`src/rtl/car_sprite_mover_if.sv`:
```
// car_sprite_mover_if: pixel-stream and control bundle for one car sprite engine.
//   en           step request (master -> engine)
//   colour       car draw colour (master -> engine)
//   plot,x,y     pixel write strobe and address toward the VGA plot arbiter
//   colour_out   pixel colour (0 while erasing)
//   x_pos        current origin x, for collision logic
//   moving_right current direction
//   busy, done   step in progress / one-cycle completion pulse
interface car_sprite_mover_if;
  logic       en;
  logic [2:0] colour;
  logic       plot;
  logic [7:0] x;
  logic [6:0] y;
  logic [2:0] colour_out;
  logic [7:0] x_pos;
  logic       moving_right;
  logic       busy;
  logic       done;

  modport master (
    output en, colour,
    input  plot, x, y, colour_out, x_pos, moving_right, busy, done
  );

  modport slave (
    input  en, colour,
    output plot, x, y, colour_out, x_pos, moving_right, busy, done
  );
endinterface

```
`src/rtl/car_sprite_mover.sv`:
```
// car_sprite_mover: moves one car sprite along a lane of the 160x120 playfield.
// Each accepted step erases the car at its old origin, advances the origin
// (wrap or bounce at the bounds), redraws it, then holds for a frame delay.
//   clk     system clock, rising edge
//   resetn  asynchronous active-low reset
//   bus     car_sprite_mover_if.slave (en/colour in; pixel stream, status out)
module car_sprite_mover #(
  parameter int CAR_W        = 8,
  parameter int CAR_H        = 4,
  parameter int X_START      = 62,
  parameter int Y_LANE       = 75,
  parameter int X_MIN        = 26,
  parameter int X_MAX        = 127,
  parameter int STEP         = 1,
  parameter bit DIR_RIGHT    = 1'b1,
  parameter bit BOUNCE       = 1'b0,
  parameter int DELAY_CYCLES = 83,
  parameter int HOLD_FRAMES  = 5
) (
  input logic               clk,
  input logic               resetn,
  car_sprite_mover_if.slave bus
);

  localparam int DW = (DELAY_CYCLES > 1) ? $clog2(DELAY_CYCLES) : 1;
  localparam int FW = (HOLD_FRAMES  > 1) ? $clog2(HOLD_FRAMES)  : 1;

  typedef enum logic [2:0] {S_IDLE, S_ERASE, S_MOVE, S_DRAW, S_HOLD} state_e;

  state_e        state_q;
  logic [3:0]    col_q;
  logic [2:0]    row_q;
  logic [7:0]    org_q;
  logic          dir_q;
  logic [DW-1:0] dly_q;
  logic [FW-1:0] frm_q;
  logic          plot_q;
  logic          done_q;
  logic [7:0]    x_q;
  logic [6:0]    y_q;

  // Scan position bookkeeping (column offset fastest).
  logic       last_col, last_row, scanning;
  logic [3:0] col_nx;
  logic [2:0] row_nx;

  assign last_col = (col_q == 4'(CAR_W - 1));
  assign last_row = (row_q == 3'(CAR_H - 1));
  assign scanning = (state_q == S_ERASE) || (state_q == S_DRAW);
  assign col_nx   = last_col ? 4'd0 : col_q + 4'd1;
  assign row_nx   = last_col ? row_q + 3'd1 : row_q;

  // Origin update applied on leaving MOVE; 9-bit so the compare never wraps.
  logic [7:0] org_d;
  logic       dir_d;
  logic [8:0] org9, sum9;

  assign org9 = {1'b0, org_q};
  assign sum9 = org9 + 9'(STEP);

  always_comb begin
    org_d = org_q;
    dir_d = dir_q;
    if (dir_q) begin
      if (sum9 <= 9'(X_MAX)) begin
        org_d = sum9[7:0];
      end else if (!BOUNCE) begin
        org_d = 8'(X_MIN);
      end else begin
        org_d = 8'(X_MAX);
        dir_d = 1'b0;
      end
    end else begin
      if (org9 >= 9'(X_MIN) + 9'(STEP)) begin
        org_d = org_q - 8'(STEP);
      end else if (!BOUNCE) begin
        org_d = 8'(X_MAX);
      end else begin
        org_d = 8'(X_MIN);
        dir_d = 1'b1;
      end
    end
  end

  // Pixel presented in the *next* cycle. Outputs are registered, so the FSM
  // loads the pixel one edge ahead: scan start uses (0,0), in-scan uses the
  // successor, and leaving MOVE already uses the updated origin.
  logic [7:0] scan_org;
  logic [3:0] scan_col;
  logic [2:0] scan_row;
  logic [8:0] pix_x_d;
  logic [7:0] pix_y_d;
  logic       pix_vis_d;

  assign scan_org  = (state_q == S_MOVE) ? org_d : org_q;
  assign scan_col  = scanning ? col_nx : 4'd0;
  assign scan_row  = scanning ? row_nx : 3'd0;
  assign pix_x_d   = {1'b0, scan_org} + 9'(scan_col);
  assign pix_y_d   = 8'(Y_LANE) + 8'(scan_row);
  assign pix_vis_d = (pix_x_d < 9'd160) && (pix_y_d < 8'd120);

  always_ff @(posedge clk or negedge resetn) begin
    if (!resetn) begin
      state_q <= S_IDLE;
      col_q   <= '0;
      row_q   <= '0;
      org_q   <= 8'(X_START);
      dir_q   <= DIR_RIGHT;
      dly_q   <= '0;
      frm_q   <= '0;
      plot_q  <= 1'b0;
      done_q  <= 1'b0;
      x_q     <= 8'(X_START);
      y_q     <= 7'(Y_LANE);
    end else begin
      done_q <= 1'b0;
      case (state_q)
        S_IDLE: begin
          if (bus.en) begin
            state_q <= S_ERASE;
            col_q   <= '0;
            row_q   <= '0;
            plot_q  <= pix_vis_d;
            x_q     <= pix_x_d[7:0];
            y_q     <= pix_y_d[6:0];
          end
        end
        S_ERASE, S_DRAW: begin
          if (last_col && last_row) begin
            plot_q <= 1'b0;
            if (state_q == S_ERASE) begin
              state_q <= S_MOVE;
            end else begin
              state_q <= S_HOLD;
              dly_q   <= '0;
              frm_q   <= '0;
            end
          end else begin
            col_q  <= col_nx;
            row_q  <= row_nx;
            plot_q <= pix_vis_d;
            x_q    <= pix_x_d[7:0];
            y_q    <= pix_y_d[6:0];
          end
        end
        S_MOVE: begin
          state_q <= S_DRAW;
          org_q   <= org_d;
          dir_q   <= dir_d;
          col_q   <= '0;
          row_q   <= '0;
          plot_q  <= pix_vis_d;
          x_q     <= pix_x_d[7:0];
          y_q     <= pix_y_d[6:0];
        end
        S_HOLD: begin
          if (dly_q == DW'(DELAY_CYCLES - 1)) begin
            dly_q <= '0;
            if (frm_q == FW'(HOLD_FRAMES - 1)) begin
              frm_q   <= '0;
              state_q <= S_IDLE;
              done_q  <= 1'b1;
            end else begin
              frm_q <= frm_q + 1'b1;
            end
          end else begin
            dly_q <= dly_q + 1'b1;
          end
        end
        default: state_q <= S_IDLE;
      endcase
    end
  end

  assign bus.plot         = plot_q;
  assign bus.x            = x_q;
  assign bus.y            = y_q;
  // Colour is passed through live while drawing; erase always writes black.
  assign bus.colour_out   = (state_q == S_DRAW) ? bus.colour : 3'd0;
  assign bus.x_pos        = org_q;
  assign bus.moving_right = dir_q;
  assign bus.busy         = (state_q != S_IDLE);
  assign bus.done         = done_q;

endmodule

```
`src/flat_wrapper.sv`:
```
// flat-port wrapper written by rule: the top's interface ports become plain ports
module car_sprite_mover_flat 
#(
  parameter int CAR_W        = 8,
  parameter int CAR_H        = 4,
  parameter int X_START      = 62,
  parameter int Y_LANE       = 75,
  parameter int X_MIN        = 26,
  parameter int X_MAX        = 127,
  parameter int STEP         = 1,
  parameter bit DIR_RIGHT    = 1'b1,
  parameter bit BOUNCE       = 1'b0,
  parameter int DELAY_CYCLES = 83,
  parameter int HOLD_FRAMES  = 5
)
  (clk, resetn, bus_en, bus_colour, bus_plot, bus_x, bus_y, bus_colour_out, bus_x_pos, bus_moving_right, bus_busy, bus_done);
  car_sprite_mover_if bus_i ();
  input logic clk;
  input logic resetn;
  input wire logic [$bits(bus_i.en)-1:0] bus_en;
  input wire logic [$bits(bus_i.colour)-1:0] bus_colour;
  output wire logic [$bits(bus_i.plot)-1:0] bus_plot;
  output wire logic [$bits(bus_i.x)-1:0] bus_x;
  output wire logic [$bits(bus_i.y)-1:0] bus_y;
  output wire logic [$bits(bus_i.colour_out)-1:0] bus_colour_out;
  output wire logic [$bits(bus_i.x_pos)-1:0] bus_x_pos;
  output wire logic [$bits(bus_i.moving_right)-1:0] bus_moving_right;
  output wire logic [$bits(bus_i.busy)-1:0] bus_busy;
  output wire logic [$bits(bus_i.done)-1:0] bus_done;
  assign bus_i.en = bus_en;
  assign bus_i.colour = bus_colour;
  assign bus_plot = bus_i.plot;
  assign bus_x = bus_i.x;
  assign bus_y = bus_i.y;
  assign bus_colour_out = bus_i.colour_out;
  assign bus_x_pos = bus_i.x_pos;
  assign bus_moving_right = bus_i.moving_right;
  assign bus_busy = bus_i.busy;
  assign bus_done = bus_i.done;
  car_sprite_mover #(.CAR_W(CAR_W), .CAR_H(CAR_H), .X_START(X_START), .Y_LANE(Y_LANE), .X_MIN(X_MIN), .X_MAX(X_MAX), .STEP(STEP), .DIR_RIGHT(DIR_RIGHT), .BOUNCE(BOUNCE), .DELAY_CYCLES(DELAY_CYCLES), .HOLD_FRAMES(HOLD_FRAMES)) u_core (.clk(clk), .resetn(resetn), .bus(bus_i));
endmodule
```
`config.mk`:
```
export PLATFORM = sky130hd
export DESIGN_NAME = car_sprite_mover_flat
export DESIGN_NICKNAME = d
export VERILOG_FILES = /design/src/rtl/car_sprite_mover_if.sv /design/src/rtl/car_sprite_mover.sv /design/src/flat_wrapper.sv
export SDC_FILE = /design/constraint.sdc
export NUM_CORES = 1
export LEC_CHECK = 0
export ABC_CLOCK_PERIOD_IN_PS = 6300
export BUFFER_PORTS_ARGS = -buffer_cell sky130_fd_sc_hd__buf_4
export CAP_MARGIN = 20
export CORE_MARGIN = 2
export CORE_UTILIZATION = 35
export DETAILED_ROUTE_END_ITERATION = 7
export GPL_TIMING_DRIVEN = 1
export PLACE_DENSITY = 0.58
export REMOVE_ABC_BUFFERS = 1
export SYNTH_ARGS = -nofsm -noshare
export SYNTH_HDL_FRONTEND = slang
export SYNTH_SLANG_ARGS = --single-unit
```
`constraint.sdc`:
```
create_clock -name clk -period 6.3 [get_ports clk]
set_clock_uncertainty 0.15 [all_clocks]
set_input_delay 1.26 -clock clk [delete_from_list [all_inputs] [get_ports clk]]
set_output_delay 1.26 -clock clk [all_outputs]
set_load 0.05 [all_outputs]
```
Yosys cells after proc, flatten, opt, wreduce, memory -nomap -nowiden
Cells that the tools add are included.

Register bits: 46. Bits of input ports: 6. Output and inout port bits: 30. Word-level logic and storage cells: 93.

Add/sub/neg operators: 8. Order comparisons: 4. Equality and inequality tests: 14. Muxes and demuxes: 43. Reductions and logical operators: 13.

Operators by type and width (count): $mux W8 (6); $mux W3 (14); $mux W7 (5); $pmux W8 S3 (1); $pmux W7 S3 (1); $mux W4 (4); $pmux W7 S2 (1); $pmux W3 S4 (1); $pmux W4 S3 (1); $add A8 B1 Y9 const B (1); $add A8 B4 Y9 (1); $eq A3 B2 Y1 const B (3); $le A9 B7 Y1 const B (1); $lt A9 B8 Y1 const B (1); $pmux W3 S3 (1); $add A7 B3 Y8 const A (1); $ge A8 B5 Y1 const B (1); $lt A8 B7 Y1 const B (1); $reduce_and A4 Y1 (2); $sub A8 B1 Y8 const B (1); $add A7 B1 Y7 const B (1); $eq A7 B7 Y1 const B (1); $add A3 B1 Y3 const B (2); $eq A3 B3 Y1 const B (2); other kinds (16) (28).

Depth between registers and ports, before layout
Depth in word-level cells: 10. Depth in mapped cells: 17. Depth with buffers taken out: 17.

Least setup slack after synthesis
OpenSTA, ideal clock, no wires.

Path type: register to register. Start point: register u_core.org_q[0] (netlist: u_core.bus.x_pos[0]). End point: register u_core.plot_q (netlist: u_core.bus.plot). Library setup time: 124 ps. Arrival time: 3494 ps. Required time: 6026 ps. Path slack: 2532 ps. Stages on the path, launching flop included: 16. Path buffers: 1. Period minus slack after synthesis: 3768 ps. Path through: dfrtp_1 > ha_1 > clkbuf_1 > nand2_1 > a211oi_1 > o31ai_2 > o21a_1 > inv_1 > nor2_1 > mux2_2 > ha_1 > fa_1 > a21o_1 > a21oi_1 > a31oi_1 > o31a_1.

Longest elaborated chain between the ends: 10. Elaborated cells on any way between the ends: 14. Classes of those cells: add/sub (3); order compare (3); mux (7); reduce/logical (1).

RTL lines: start: declaration (line car_sprite_mover.sv:33) `logic [7:0] org_q;`; start signal: assignment (line car_sprite_mover.sv:107) `org_q <= 8'(X_START);`; start signal: assignment (line car_sprite_mover.sv:148) `org_q <= org_d;`; $add A8 B1 Y9 (line car_sprite_mover.sv:59) `assign sum9 = org9 + 9'(STEP);`; $le A9 B7 Y1 (line car_sprite_mover.sv:65) `if (sum9 <= 9'(X_MAX)) begin`; $mux W8 (line car_sprite_mover.sv:65); $mux W8 (line car_sprite_mover.sv:64) `if (dir_q) begin`; $mux W8 * (line car_sprite_mover.sv:95) `assign scan_org = (state_q == S_MOVE) ? org_d : org_q;`; named net u_core.scan_org[0] (line car_sprite_mover.sv:88) `logic [7:0] scan_org;`; $add A8 B4 Y9 * (line car_sprite_mover.sv:98) `assign pix_x_d = {1'b0, scan_org} + 9'(scan_col);`; $lt A9 B8 Y1 * (line car_sprite_mover.sv:100) `assign pix_vis_d = (pix_x_d < 9'd160) && (pix_y_d < 8'd120);`; $logic_and A1 B1 Y1 * (line car_sprite_mover.sv:100); $mux W1 (on tied branches) (line car_sprite_mover.sv:129, car_sprite_mover.sv:119); $pmux W1 S3 * (line car_sprite_mover.sv:117) `case (state_q)`; end signal: assignment (line car_sprite_mover.sv:123) `plot_q <= pix_vis_d;`; end signal: assignment (line car_sprite_mover.sv:141) `plot_q <= pix_vis_d;`; end signal: assignment (line car_sprite_mover.sv:152) `plot_q <= pix_vis_d;`; end: declaration (line car_sprite_mover.sv:37) `logic plot_q;`.

Mark *: on every way through the listed nets, which the timed path passes. The rest lies on a longest branch. The select of a mux whose other input is x is not followed. A chain may end at the register's enable or synchronous reset.

Final worst setup path
Start point: register u_core.org_q[1] (netlist: u_core.bus.x_pos[1]). End point: register u_core.plot_q (netlist: u_core.bus.plot).

Longest elaborated chain between the ends: 10. Elaborated cells on any way between the ends: 14. Classes of those cells: add/sub (3); order compare (3); mux (7); reduce/logical (1).

RTL lines (line): $add A8 B1 Y9 (car_sprite_mover.sv:59); $le A9 B7 Y1 (car_sprite_mover.sv:65); $mux W8 (car_sprite_mover.sv:65); $mux W8 * (car_sprite_mover.sv:64); $mux W8 * (car_sprite_mover.sv:95); named net u_core.scan_org[0] (car_sprite_mover.sv:88); $add A8 B4 Y9 * (car_sprite_mover.sv:98); $lt A9 B8 Y1 * (car_sprite_mover.sv:100); $logic_and A1 B1 Y1 * (car_sprite_mover.sv:100); $mux W1 (on tied branches) (car_sprite_mover.sv:129, car_sprite_mover.sv:119); $pmux W1 S3 * (car_sprite_mover.sv:117).

Marks and branches as above.

==> metrics.md <==
| Metric | Value |
|---|---|
| Outcome | `finished clean` |
| Async S/R FF share, synth | `100%` |
| Max-slew violations | `0` |
| Seq/Total Area, Yosys | `43.0%` |
| CP max stage cell | `dfstp_2` |
| Global-route wire length before repair | `between 8000 and 9000 um` |
| Vias in the first global route | `around 1800` |
| Post-Place Cells | `around 400` |
| All-layer global routing usage | `around 14%` |
| Normalized max-slew margin | `around three fifths` |
| Multi-input gate area | `~1300 um^2` |
| Post-DRT Antenna Nets | `0` |
| Die X | `just under 90 um` |
| Number of max-cap violations | `0` |
| Crit path max-delay family | `compound AO/OA/AOI/OAI gates` |
| Comb pwr share | `about 47%` |
| Clock tree root buffer cell | `clkbuf_8` |
| Crit Path Max Fanout | `9` |
| #FFs+latches synth | `43` |
| Finished Layout Cells | `397` |
| Synth Flop Type | `dfrtp_1` |
| Initial Util | `between 30% and 40%` |
| Reg area | `~1100 um^2` |
| Port-buffer cells | `32` |
| Synth Warn # | `0` |
| Most frequent cells in the layout | `nand2_1 (44), buf_4 (33), dfrtp_1 (30)` |
| Post-synth EDFFs | `0` |
| Crit path cell chain | `ha_1 > xor2_1 > and3_1 > o31ai_2 > o21a_1 > inv_1 > nor2_1 > mux2_2 > ha_1 > fa_1 > a21o_1 > a21oi_1 > nand3_2 > a21boi_0 > o31a_1` |
| RSZ-0062 raised after global routing | `no` |
| Placeable Area | `around 7100 um^2` |
| Syn Inst Count | `between 200 and 300` |
| Measured slew at the worst slew-check pin | `roughly 610 ps` |
| Initial antenna violation count | `0` |
| Layout fillers | `~760` |
| Setup TNS | `0 ps` |
| DR vias | `1922` |
| IO Pins | `36` |
| CP Launch Type | `flop` |
| Largest net degree at the start of global routing | `44` |
| Top cell by count, worst path | `ha_1` |
| Final Cycle Share | `~60%` |
| Sw power | `approximately 0.47 mW` |
| Syn_area_per_cell | `between 9 and 10 um^2` |
| Clk network pwr share | `roughly 15%` |
| Layout cells sized above 1 | `between 20 and 25%` |
| Clk_lat worst skew | `300 ps` |
| Hpwl dp | `about 3700 um` |
| Hold crit path type | `flop to flop` |
| Fin crit period | `around 3800 ps` |
| DIE HEIGHT | `89.2 um` |
| CP Capture Type | `flop` |
| N_diodes | `0` |
| Netlist cell types | `57` |
| CTS tree | `done` |
| Data required, critical path | `between 6000 and 7000 ps` |
| GP Congestion | `around 0.78` |
| Slowest stage delay, CP | `~600 ps` |
| Area grow syn2layout | `13.6%` |
| Kind of critical path | `flop to flop` |
| Fmax | `roughly 260 MHz` |
| Power, Total | `1.10 mW` |
| Post-CTS setup buffer count | `0` |
| Setup violators final | `0` |
| Total grt overflow | `0` |
| Cell row count | `31` |
| H-Tree Depth | `2` |
| Die area | `between 7000 and 8000 um^2` |
| Vias per inst | `between 4 and 5` |
| Residual DRC count | `0` |
| Area contributors post-synth | `dfrtp_1 (30%), dfstp_2 (13%), ha_1 (7.4%)` |
| VDD IR max | `around 0.25 mV` |
| Cts bufs inserted | `5` |
| Post-synth top area share | `between 20% and 30%` |
| Routed wire per std cell | `about 13 um` |
| Worst path bufs/invs | `1` |
| Sequential power share | `37.9%` |
| Switch share | `a little over two fifths` |
| WP data arrival | `roughly 3900 ps` |
| Yosys top cell by area | `dfrtp_1` |
| Post-Layout Inst Area | `2890 um^2` |
| Leakage | `1.35 nW` |
| Pre-antenna DRT Iters | `4` |
| Iteration-0 DRC count of the detailed router | `roughly 90` |
| # hold bufs at CTS | `0` |
| PostCTS Resize Cnt | `0` |
| Dpl cell area | `about 2800 um^2` |
| TritonCTS Sinks | `43` |
| Int Pwr | `~0.64 mW` |
| Hold Vio Cnt, Final | `0` |
| Leading cell type in the layout, fill and taps excluded | `nand2_1` |
| Clk pin slew, worst setup/hold paths | `around 70 ps` |
| WHS | `approximately 310 ps` |
| Pwr dens | `between 300 and 400 nW/um^2` |
| Total Routed Length | `approximately 5000 um` |
| Clock Path Buffers | `2` |
| Area of the mapped netlist | `between 2000 and 3000 um^2` |
| Final net count | `roughly 320` |
[flip-flops by register name, indices dropped and copies added, names as in the netlist]
name	flops
u_core.bus.y	5
u_core.bus.x	8
u_core.frm_q	3
u_core.row_q	3
u_core.bus.plot	1
u_core.state_q	3
u_core.dly_q	7
u_core.bus.done	1
u_core.col_q	4
u_core.bus.x_pos	8
[power by group through the flow]
stage                     combinational (mW)  sequential (mW)  clock [mW]
after detailed placement               0.528            0.424           0
after global routing                   0.582            0.428       0.186
after floorplan                        0.274            0.543           0
final                                  0.520            0.418       0.166
after CTS                              0.530            0.419       0.176
after global placement                 0.525            0.420           0
[synth_stat cells (2+ instances only)]
master and number:
nor2b_1 4, a21o_1 7, buf_6 3, o21ai_1 11, buf_2 4, a31oi_1 6
o21ai_0 17, buf_4 3, and2_1 4, a21oi_1 7, nor2_1 15, nand2b_1 2
xnor2_1 4, nor3_1 3, a22o_1 3, nor4_1 2, nand3_1 7, mux2_2 3
and3_1 5, and3_2 3, or3_1 2, nand2_1 44, nand4_1 2, dfrtp_1 30
dfstp_2 13, o31ai_1 2, clkbuf_1 5, inv_1 11, ha_1 15, and4_1 2
xor2_1 6, conb_1 2
[worst paths after layout]
| path | startpoint | end | slack [ps] | depth (start not counted) |
|---|---|---|---|---|
| setup / recovery | u_core.bus.x_pos[1] | u_core.bus.plot | 2520 | 15 |
| hold / removal | u_core.bus.x[1] | u_core.bus.x[1] | 310 | 2 |
| setup reg to reg | u_core.bus.x_pos[1] | u_core.bus.plot | 2520 | 15 |
| hold reg to reg | u_core.bus.x[1] | u_core.bus.x[1] | 310 | 2 |
| max in group asynchronous | resetn | u_core.bus.x[5] | 4800 | 1 |
| min in group asynchronous | resetn | u_core.frm_q[1] | 780 | 1 |
[metal layers]
metal	track usage, %	share of wire (%)	up-vias
met1	18.6	48	890
met3	3.42	4.0	5
met2	23.3	46	34
met4	4.34	1.3	0
li1	-	-	993
met5	0	0	-
[worst register-to-register path, stage by stage (launching register included)]
cell	delay (ps)
dfstp_2	600
ha_1	350
xor2_1	180
and3_1	180
o31ai_2	80
o21a_1	150
inv_1	80
nor2_1	60
mux2_2	280
ha_1	230
fa_1	440
a21o_1	170
a21oi_1	330
nand3_2	120
a21boi_0	180
o31a_1	150
[cell families after synthesis]
logic type	count (synthesis)	synth area share (%)
other	2	0.296
AOI/OAI and AO/OA	64	15.9
xor gates and xnor gates	10	3.45
and+or+nand+nor	105	21.3
DFF	43	43.0
adders and majority gates	16	8.18
muxes	4	1.77
buffers and inverters	28	6.11
[metrics by stage]
step / worst slack (ps) / utilization [%]
after global routing: 2210 / 40.4
final: 2520 / 40.4
after global placement: 2640 / 39.3
after detailed placement: 2520 / 39.3
after CTS: 2500 / 40.4
after floorplan: 2530 / -
[area by class of cell]
class                   count  share of cell area (%)
repair buffers             33                    8.59
clock buffers               8                    2.78
multi-input cells         202                    44.9
flip-flops and latches     43                    37.9
well taps                  99                    4.29
inverters                  12                    1.56
(Power assumes the default switching activity.)
